File: config.mk
export PLATFORM = sky130hd
export DESIGN_NAME = brick_field
export DESIGN_NICKNAME = d
export VERILOG_FILES = /design/src/rtl/brick_field.sv
export SDC_FILE = /design/constraint.sdc
export NUM_CORES = 1
export LEC_CHECK = 0
export ABC_AREA = 1
export CAP_MARGIN = 20
export CORE_MARGIN = 10
export CORE_UTILIZATION = 35
export DETAILED_ROUTE_END_ITERATION = 10
export DONT_BUFFER_PORTS = 1
export GPL_ROUTABILITY_DRIVEN = 0
export SLEW_MARGIN = 5
export SYNTH_ARGS = -nofsm -noshare
export SYNTH_HDL_FRONTEND = slang
export SYNTH_SLANG_ARGS = --single-unit
File: constraint.sdc
create_clock -name clk -period 12.9 [get_ports clk]
set_clock_uncertainty 0.1 [all_clocks]
set_input_delay 2.58 -clock clk [delete_from_list [all_inputs] [get_ports clk]]
set_output_delay 2.58 -clock clk [all_outputs]
set_load 0.02 [all_outputs]
File: src/rtl/brick_field.sv
// Brick wall for the breakout game: tracks live bricks, scans one brick per
// cycle for ball overlap, emits one-hot hit pulses and renders the brick layer.
module brick_field #(
  parameter int unsigned X0      = 5,
  parameter int unsigned Y0      = 40,
  parameter int unsigned PITCH_X = 126,
  parameter int unsigned PITCH_Y = 40,
  parameter int unsigned BRICK_W = 120,
  parameter int unsigned BRICK_H = 32
) (
  input  logic        clk,
  input  logic        rst,
  input  logic [9:0]  x,
  input  logic [9:0]  y,
  input  logic        active_pixels,
  input  logic [9:0]  ball_x,
  input  logic [9:0]  ball_y,
  input  logic [9:0]  ball_width,
  input  logic [9:0]  ball_height,
  output logic [14:0] collide_block,
  output logic [9:0]  block_x,
  output logic [9:0]  block_y,
  output logic [9:0]  block_width,
  output logic [9:0]  block_height,
  output logic [3:0]  bricks_left,
  output logic        win,
  output logic [23:0] vga_color
);

  typedef enum logic [1:0] {SAMPLE, CHECK, HIT, DONE} state_t;

  function automatic logic [1:0] brick_row(input logic [3:0] i);
    return (i >= 4'd10) ? 2'd2 : (i >= 4'd5) ? 2'd1 : 2'd0;
  endfunction

  function automatic logic [10:0] brick_bx(input logic [3:0] i);
    logic [3:0] col;
    col = (i >= 4'd10) ? i - 4'd10 : (i >= 4'd5) ? i - 4'd5 : i;
    return 11'(X0 + col * PITCH_X);
  endfunction

  function automatic logic [10:0] brick_by(input logic [3:0] i);
    return 11'(Y0 + brick_row(i) * PITCH_Y);
  endfunction

  state_t      state_q, state_d;
  logic [3:0]  idx_q, idx_d;
  logic [14:0] alive_q, alive_d;
  logic        lock_q, lock_d;
  logic [9:0]  lock_x_q, lock_x_d, lock_y_q, lock_y_d;
  logic [9:0]  smp_x_q, smp_x_d, smp_y_q, smp_y_d;
  logic [14:0] collide_q, collide_d;
  logic [9:0]  block_x_q, block_x_d, block_y_q, block_y_d;
  logic [3:0]  bricks_left_q, bricks_left_d;
  logic        win_q, win_d;

  logic [10:0] cur_bx, cur_by;
  logic        overlap;

  always_comb begin
    cur_bx  = brick_bx(idx_q);
    cur_by  = brick_by(idx_q);
    // 11-bit compare so box right/bottom sums never wrap
    overlap = ({1'b0, smp_x_q} < cur_bx + 11'(BRICK_W)) &&
              ({1'b0, smp_x_q} + {1'b0, ball_width} > cur_bx) &&
              ({1'b0, smp_y_q} < cur_by + 11'(BRICK_H)) &&
              ({1'b0, smp_y_q} + {1'b0, ball_height} > cur_by);

    state_d       = state_q;
    idx_d         = idx_q;
    alive_d       = alive_q;
    lock_d        = lock_q;
    lock_x_d      = lock_x_q;
    lock_y_d      = lock_y_q;
    smp_x_d       = smp_x_q;
    smp_y_d       = smp_y_q;
    collide_d     = '0;
    block_x_d     = block_x_q;
    block_y_d     = block_y_q;
    bricks_left_d = bricks_left_q;
    win_d         = win_q;

    unique case (state_q)
      SAMPLE: begin
        smp_x_d = ball_x;
        smp_y_d = ball_y;
        if (lock_q && (ball_x != lock_x_q || ball_y != lock_y_q)) lock_d = 1'b0;
        idx_d   = '0;
        state_d = CHECK;
      end
      CHECK: begin
        if (alive_q[idx_q] && overlap && !lock_q) begin
          state_d         = HIT;
          collide_d       = 15'(1) << idx_q;
          alive_d[idx_q]  = 1'b0;
          block_x_d       = cur_bx[9:0];
          block_y_d       = cur_by[9:0];
          bricks_left_d   = bricks_left_q - 4'd1;
          lock_d          = 1'b1;
          lock_x_d        = smp_x_q;
          lock_y_d        = smp_y_q;
        end else if (idx_q == 4'd14) begin
          state_d = SAMPLE;
        end else begin
          idx_d = idx_q + 4'd1;
        end
      end
      HIT: begin
        if (bricks_left_q == 4'd0) begin
          win_d   = 1'b1;
          state_d = DONE;
        end else begin
          state_d = SAMPLE;
        end
      end
      DONE: state_d = DONE;
      default: state_d = SAMPLE;
    endcase
  end

  always_ff @(posedge clk or posedge rst) begin
    if (rst) begin
      state_q       <= SAMPLE;
      idx_q         <= '0;
      alive_q       <= '1;
      lock_q        <= 1'b0;
      lock_x_q      <= '0;
      lock_y_q      <= '0;
      smp_x_q       <= '0;
      smp_y_q       <= '0;
      collide_q     <= '0;
      block_x_q     <= '0;
      block_y_q     <= '0;
      bricks_left_q <= 4'd15;
      win_q         <= 1'b0;
    end else begin
      state_q       <= state_d;
      idx_q         <= idx_d;
      alive_q       <= alive_d;
      lock_q        <= lock_d;
      lock_x_q      <= lock_x_d;
      lock_y_q      <= lock_y_d;
      smp_x_q       <= smp_x_d;
      smp_y_q       <= smp_y_d;
      collide_q     <= collide_d;
      block_x_q     <= block_x_d;
      block_y_q     <= block_y_d;
      bricks_left_q <= bricks_left_d;
      win_q         <= win_d;
    end
  end

  always_comb begin
    vga_color = '0;
    if (active_pixels) begin
      for (int unsigned i = 0; i < 15; i++) begin
        if (alive_q[i] &&
            {1'b0, x} >= brick_bx(4'(i)) && {1'b0, x} < brick_bx(4'(i)) + 11'(BRICK_W) &&
            {1'b0, y} >= brick_by(4'(i)) && {1'b0, y} < brick_by(4'(i)) + 11'(BRICK_H)) begin
          unique case (brick_row(4'(i)))
            2'd0:    vga_color = 24'hFF0000;
            2'd1:    vga_color = 24'hFFA500;
            default: vga_color = 24'hFFFF00;
          endcase
        end
      end
    end
  end

  assign collide_block = collide_q;
  assign block_x       = block_x_q;
  assign block_y       = block_y_q;
  assign block_width   = 10'(BRICK_W);
  assign block_height  = 10'(BRICK_H);
  assign bricks_left   = bricks_left_q;
  assign win           = win_q;

endmodule
Word level (Yosys, flattened, before mapping)

Cells that the tools add are included.
Widths: inputs -> output; s select.

Input port bits: 63
Logic and storage cells: 175
Bits in registers: 102
Output and inout bits: 84

Reductions and logical operators: 76
Muxes and demuxes: 36
Order comparisons: 24
$mul: 2
Bitwise logic cells: 2
$add $sub $neg: 10
Shift-type cells: 1
Equality and inequality tests: 11

Operator list:

| kind                  | count |
|---|---|
| $mux 24               | 16 |
| $logic_and 1x1->1     | 67 |
| $ge 10x9->1 const B   | 3 |
| $lt 10x7->1 const B   | 3 |
| $mux 15               | 2 |
| $add 10x10->11        | 2 |
| $ge 10x7->1 const B   | 2 |
| $lt 10x8->1 const B   | 2 |
| $lt 10x9->1 const B   | 2 |
| $ne 10x10->1          | 2 |
| $mux 4                | 4 |
| $and 15x15->15        | 1 |
| $not 15->15           | 1 |
| $shl 1x4->15 const A  | 1 |
| $add 11x7->11 const B | 1 |
| $add 3x11->11 const A | 1 |
| $gt 11x11->1          | 1 |
| $gt 11x9->1           | 1 |
| $lt 10x11->1          | 1 |
| $add 9x6->10 const B  | 1 |
| $ge 10x3->1 const B   | 1 |
| $ge 10x6->1 const B   | 1 |
| $ge 10x8->1 const B   | 1 |
| $lt 10x10->1          | 1 |
| 31 further kinds      | 44 |

Logic depth before layout (Yosys ltp)

Word-level depth: 21
Gate-level depth with buffers: 41

Least setup slack after synthesis

No wires, ideal clock.

Path type: input to output
From: input port x[5]
To: output port vga_color[17]
Stages on the path: 10
Buffers on the path: 1
Path slack: 6.140 ns
Data arrival time: 4.080 ns
Path through: nand2_1 > inv_1 > nand3_1 > o311ai_0 > nor3_1 > a31oi_1 > nand3_1 > nand2_1 > nand3_1 > buf_4

Cells in the longest elaborated chain, start to end: 21

RTL lines:

| item                            | RTL line | text |
|---|---|---|
| start, declared                 | 13       | `input logic [9:0] x,` |
| $ge 10x3->1                     | 158      | `{1'b0, x} >= brick_bx(4'(i)) && {1'b0, x} < brick_bx(4'(i)) + 11'(BRICK_W) &&` |
| $logic_and 1x1->1               | 157      | `if (alive_q[i] &&` |
| $logic_and 1x1->1 (2 in series) | 158      |  |
| $logic_and 1x1->1               | 159      | `{1'b0, y} >= brick_by(4'(i)) && {1'b0, y} < brick_by(4'(i)) + 11'(BRICK_H)) begin` |
| $mux 24 (14 in series)          | 157      |  |
| $mux 24 *                       | 157      |  |
| $mux 24 *                       | 155      | `if (active_pixels) begin` |
| end, declared                   | 27       | `output logic [23:0] vga_color` |

Every way passes the cells marked *; elsewhere a longest branch is shown, timed or not.

Final worst setup path

From: register idx_q[0]
To: register collide_q[5] (netlist: collide_block[5])

RTL lines:

| item                              | RTL line | text |
|---|---|---|
| start, declared                   | 47       | `logic [3:0] idx_q, idx_d;` |
| start signal, assigned            | 138      | `idx_q <= idx_d;` |
| $ge 4x3->1                        | 33       | `return (i >= 4'd10) ? 2'd2 : (i >= 4'd5) ? 2'd1 : 2'd0;` |
| $mux 1                            | 33       |  |
| $mux 2 *                          | 33       |  |
| $mul 2x3->5 *                     | 43       | `return 11'(Y0 + brick_row(i) * PITCH_Y);` |
| $add 6x8->9 *                     | 43       |  |
| named net cur_by[3]               | 57       | `logic [10:0] cur_bx, cur_by;` |
| $add 9x6->10                      | 66       | `({1'b0, smp_y_q} < cur_by + 11'(BRICK_H)) &&` |
| $lt 10x10->1                      | 66       |  |
| $logic_and 1x1->1                 | 65       | `({1'b0, smp_x_q} + {1'b0, ball_width} > cur_bx) &&` |
| $logic_and 1x1->1 *               | 66       |  |
| $logic_and 1x1->1 * (2 in series) | 92       | `if (alive_q[idx_q] && overlap && !lock_q) begin` |
| $mux 15 *                         | 92       |  |
| $mux 15 *                         | 83       | `unique case (state_q)` |
| named net collide_d[5]            | 52       | `logic [14:0] collide_q, collide_d;` |
| end signal, assigned              | 145      | `collide_q <= collide_d;` |
| end, declared                     | 52       |  |

The timed path passes the listed nets; every way through them passes the cells marked *. The select of a mux whose other input is x is not followed.
A chain may end at the register's enable or synchronous reset.

==> run summary <==
Met2 usage - 0.219
Sequential fraction of design power - 0.490
Vias in the first global route - 5716
Detailed Route Iter0 Violations - 306
Slew Viols, Final - 0
Hold Path Stages - 1
Hold buffers post-CTS - 0
Core area - 20900 um^2
Yosys warning count - 0
Proportion of power drawn by the clock network - 0.416
Critical R2R Launch - idx_q[0]$_DFFE_PP0P_
Drt total wl - 17500 um
Element type at the critical path end - flop
Layout net count - 1089
H-tree level count - 3
Initial Utilization - 0.353
P_leak - 3.87 nW
Slowest library cell on the worst path - dfrtp_1
# DRC - 0
Die Span Y - 165 um
Clock Latency Late Sink - 0.35 ns
Maxcap violations - 0
FILL cells - 2199
Power Density - 79.0 nW/um^2
Worst-margin pin slew - 0.967 ns
Max incr delay on CP - 0.69 ns
Critical Path Source Type - flop
Post-cts resize count - 0
DIE AREA - 27300 um^2
Setup Buffers After CTS - 0
P&R area growth vs syn - 4.39%
#FFs+latches synth - 95
Initial DRT Pass Iterations - 6
Internal - 448 uW
First-pass GRT wire length - 28400 um
Via/cell ratio - 4.70
RR Endpoint - collide_block[5]$_DFF_PP0_
Cell variety after synth - 52
Final Critical Period - 7.56 ns
Grt ovf - 0
Fin util - 0.369
Vias - 5741
Outcome - finished, final reports clean
Setup CP Type - flop to flop
R2r setup slk - 5.34 ns
IO Pins - 147
Die Span X - 165 um
Core Rows - 53
HPWL Detailed - 13800 um
Maximum VDD drop - 0.0606 mV
Synth area leader - dfrtp_1
Top Usage Layer GRT - met2
Largest net degree at the start of global routing - 98
Sequential fraction of the synthesis area - 0.325
CP Max Fanout - 52
Worst path top cell family by delay - adder cells
Max Clk Rate - 132 MHz
Worst Path Required - 13.08 ns
Most area-consuming cells after synthesis - dfrtp_1 (26%), ha_1 (13%), nand2_1 (11%), dfstp_2 (6.8%), inv_1 (6.4%)
Worst Path Buf+Inv - 6
Async set-reset flop share out of synthesis - 1.00
Arrival time worst endpoint - 7.74 ns
HP Start - alive_q[5]$_DFFE_PP1P_
Syn Std Cell Area - 7380 um^2
Mean Syn Cell Area - 7.69 um^2
Post-Route Setup TNS - 0 ns
Final Hold Viols - 0
Worst-path clk slew - 0.07 ns
Wire per inst - 14.4 um
Number of CTS-inserted buffers - 9
Antenna Nets Post-Route - 0
Maximum buffer depth of the clock tree - 2
Post-synth EDFFs - 0
Commonest cells after routing, fill and taps aside - nand2_1 (223), inv_1 (124), ha_1 (77), dfrtp_1 (76), nor2_1 (69)
Share of post-route cells with drive strength above 1 - 0.0793
Setup-failing EPs final - 0
RSZ-0062 raised after global routing - false
Hold Crit Class - flop to flop
Clock root buffer master - clkbuf_16
CTS sink cnt - 95
Global-route total usage across every layer - 0.130
Worst r2r path cells - 30
WHS Endpoint - alive_q[5]$_DFFE_PP1P_
Synth top area share - 0.258
TritonCTS clock tree - yes
Worst slew margin - 0.356
Post-Synthesis Cells - 959
Commonest non-fill, non-tap cell in the layout - nand2_1
Sw Pwr - 160 uW
Final Cycle Share - 0.586
Initial antenna violation count - 0
Comb pwr share - 0.094
Sw Share - 0.263
ANT cells - 0
Post-synth top flop - dfrtp_1
Port-buffer cells - 0
Met3 usage - 0.0307
M1 GR Usage - 0.156
worst max-delay path by stage:
stage | start | endpoint | slack (ns) | depth (start not counted)
3_5_place_dp | idx_q[0]$_DFFE_PP0P_ | idx_q[1]$_DFFE_PP0P_ | 4.97 | 29
5_1_grt | idx_q[0]$_DFFE_PP0P_ | idx_q[3]$_DFFE_PP0P_ | 4.55 | 30
2_1_floorplan | x[5] | vga_color[17] | 6.14 | 10
6_report | idx_q[0]$_DFFE_PP0P_ | collide_block[5]$_DFF_PP0_ | 5.34 | 30
4_1_cts | idx_q[0]$_DFFE_PP0P_ | idx_q[1]$_DFFE_PP0P_ | 4.91 | 29
3_3_place_gp | idx_q[0]$_DFFE_PP0P_ | idx_q[0]$_DFFE_PP0P_ | 4.98 | 29
synthesized netlist by cell type, types with 2 or more instances:
cell and n:
ha_1 77, nor2_1 70, o21ai_0 61, nand2_2 9
buf_6 4, inv_2 6, nor3_2 8, a21o_1 3
a211oi_1 3, a31oi_1 3, nand3_1 43, buf_2 5
o21a_1 13, dfrtp_1 76, nor4_1 5, fa_1 8
a21oi_1 37, o211ai_1 3, o21ai_1 9, clkbuf_1 6
xnor2_1 10, nand3b_1 3, nor2_2 3, xor2_1 23
o31ai_1 2, conb_1 2, or2_2 5, nand4_1 15
buf_4 49, dfstp_2 19, inv_1 125, nand2_1 223
nor3_1 12
registers in the layout (all words and copies together), names as in the netlist:
signal and cells:
smp_x_q 10, lock_x_q 10, win 1, lock_q 1, bricks_left 4, smp_y_q 10, collide_block 15, lock_y_q 10
alive_q 15, block_y 3, state_q 2, block_x 10, idx_q 4
cell families after synthesis:
kind of cell             count (synthesis)  synth area share
XOR/XNOR                                33            0.0392
AO/OA/AOI/OAI                          146             0.114
AND/OR/NAND/NOR                        402             0.239
other                                    2           0.00102
adder cells (fa/ha/maj)                 85             0.152
flip-flops                              95             0.325
buffers and inverters                  196             0.130
layout make-up:
| cell class | instances | area (um^2) | area share |
|---|---|---|---|
| timing repair buffer | 3 | 35.0 | 0.00455 |
| clock buffer | 10 | 229 | 0.0297 |
| multi-input combinational | 700 | 4150 | 0.539 |
| clock inverter | 6 | 46.3 | 0.00601 |
| sequential | 95 | 2400 | 0.312 |
| inverter | 132 | 498 | 0.0647 |
| tap | 275 | 344 | 0.0447 |
power groups by stage:
stage	Combinational, mW	Sequential, mW	Clock (mW)
2_1_floorplan	0.0558	0.304	0
3_3_place_gp	0.0563	0.303	0
3_5_place_dp	0.0575	0.303	0
4_1_cts	0.0576	0.298	0.262
5_1_grt	0.0675	0.298	0.273
6_report	0.0572	0.298	0.253
through the flow:
step | worst slack, ns | std cells | power [mW] | cell area, um^2 | hold WS [ns]
finish | 5.34 | 1221 | 0.608 | 7700 | 0.360
floorplan | 6.14 | 991 | 0.359 | 7500 | 0.340
global placement | 4.98 | 1204 | 0.360 | 7410 | 0.346
CTS | 4.91 | 1220 | 0.617 | 7680 | 0.361
global route | 4.55 | 1221 | 0.638 | 7700 | 0.376
detailed placement | 4.97 | 1204 | 0.361 | 7410 | 0.350
routing by layer:
metal	vias up	wire length, um
met2	102	8410
met4	0	393
met5	-	0
met1	2637	7620
li1	2981	-
met3	21	1100
Note: power is estimated with default switching activity, not from simulation.
==> RTL edit: new RTL, same flow settings <==
Set the parameter `PITCH_Y` to 32 (it was 40).
--- a/src/rtl/brick_field.sv
+++ b/src/rtl/brick_field.sv
@@ -4,7 +4,7 @@
   parameter int unsigned X0      = 5,
   parameter int unsigned Y0      = 40,
   parameter int unsigned PITCH_X = 126,
-  parameter int unsigned PITCH_Y = 40,
+  parameter int unsigned PITCH_Y = 32,
   parameter int unsigned BRICK_W = 120,
   parameter int unsigned BRICK_H = 32
 ) (
Formal check against the unedited RTL: not equivalent (a bounded check fails within 4 cycles, from zero or initial values and one cycle with rst high).
==> RTL edit against the original RTL <==
- count of clock-buffer cells in the layout is 1 lower
- fmax fell by 5.3%
- combinational power rose by 15%
- worst setup slack lost 420 ps
- routed wire length rose by 4.7%
- sequential cell count unchanged
- critical path depth grew 6
- synthesized area grew 1.1%
- synthesized cell count up 4.0%
- sequential share of layout area is 0.46 points lower
- die area rose by 0.97%
- power rose by 8.4%
- largest power group unchanged
- design area grew 1.5%
==> RTL edit: results <==
outcome:
  status: "completed"
detailed_routing:
  routedLengthMet1_um: 8200
  via_count: 5989
  wl_met3_um: 1200
  avgRoutedWirePerCell_um: 14.6
  drt_pass1_iterations: 4
  drtIter0Drc: 377
critical_path:
  crit_path_end: "lock_y_q[5]"
  reg2reg_setup_slack_ps: 4920
  arrival_ps: 8100
  cp_top_family: "simple AND/OR/NAND/NOR gates"
  r2r-start: "idx_q[1]"
  rr_worst_depth: 36
power_and_ir_drop:
  p_comb_frac: 0.099
  p_leak_nw: 3.92
  ir_drop_uv: 63.2
  p_int_mw: 0.489
logic_synthesis:
  synthCells: 997
  yosysUniqueCellTypes: 41
  ys_seq_area_frac: 0.322
cells_and_area:
  buf_share: 0.00288
  multiInputGateArea_mm2: 0.00420
  multi_input_gates: 727
  drive_gt1_frac: 0.0652
  fin_cells: 1257
  final-clk-cell-share: 0.0410
  final_area_mm2: 0.00782
global_routing:
  grt_use_met2: 0.215
  grt_max_degree: 73
  grt_pass1_wl_um: 29900
  grt_pass1_vias: 5742
min_path:
  hold_depth: 2
  holdPathEnd: "alive_q[13]"
place:
  place_inst: 1241
  pre_cts_ws_ps: 4970
  dp_hpwl_um: 14500
  dpl_cell_area_mm2: 0.00750
sta:
  fin_hold_ws_ps: 385
  layout_worst_path_cycle_share: 0.619
  maxSlewHeadroom: 0.363
floorplan:
  core_area_mm2: 0.0210
## RTL edit: cell count changes after synthesis, moves of 4 or more
| cell | unedited run | this run |
|---|---|---|
| xnor2_1 | 10 | 21 |
| nand2_1 | 223 | 235 |
| inv_1 | 125 | 136 |
| nor2_1 | 70 | 66 |
| o21ai_1 | 9 | 34 |
| nor3_1 | 12 | 17 |
| nand3_1 | 43 | 63 |
| o21a_1 | 13 | 0 |
| a31oi_1 | 3 | 7 |
| nor3_2 | 8 | 4 |
| nand2_2 | 9 | 2 |
| buf_2 | 5 | 11 |
## RTL edit: cells by family (layout without fill, tap and decap cells)
kind of cell,Yosys count,count (layout),share of synthesized area
simple gates,417,417,0.242
buf+inv,208,160,0.133
compound gates,150,150,0.106
flops,95,95,0.322
fa+ha+maj,82,82,0.146
xor+xnor,42,42,0.0493
other cells,2,35,0.00101
mux,1,1,0.00134
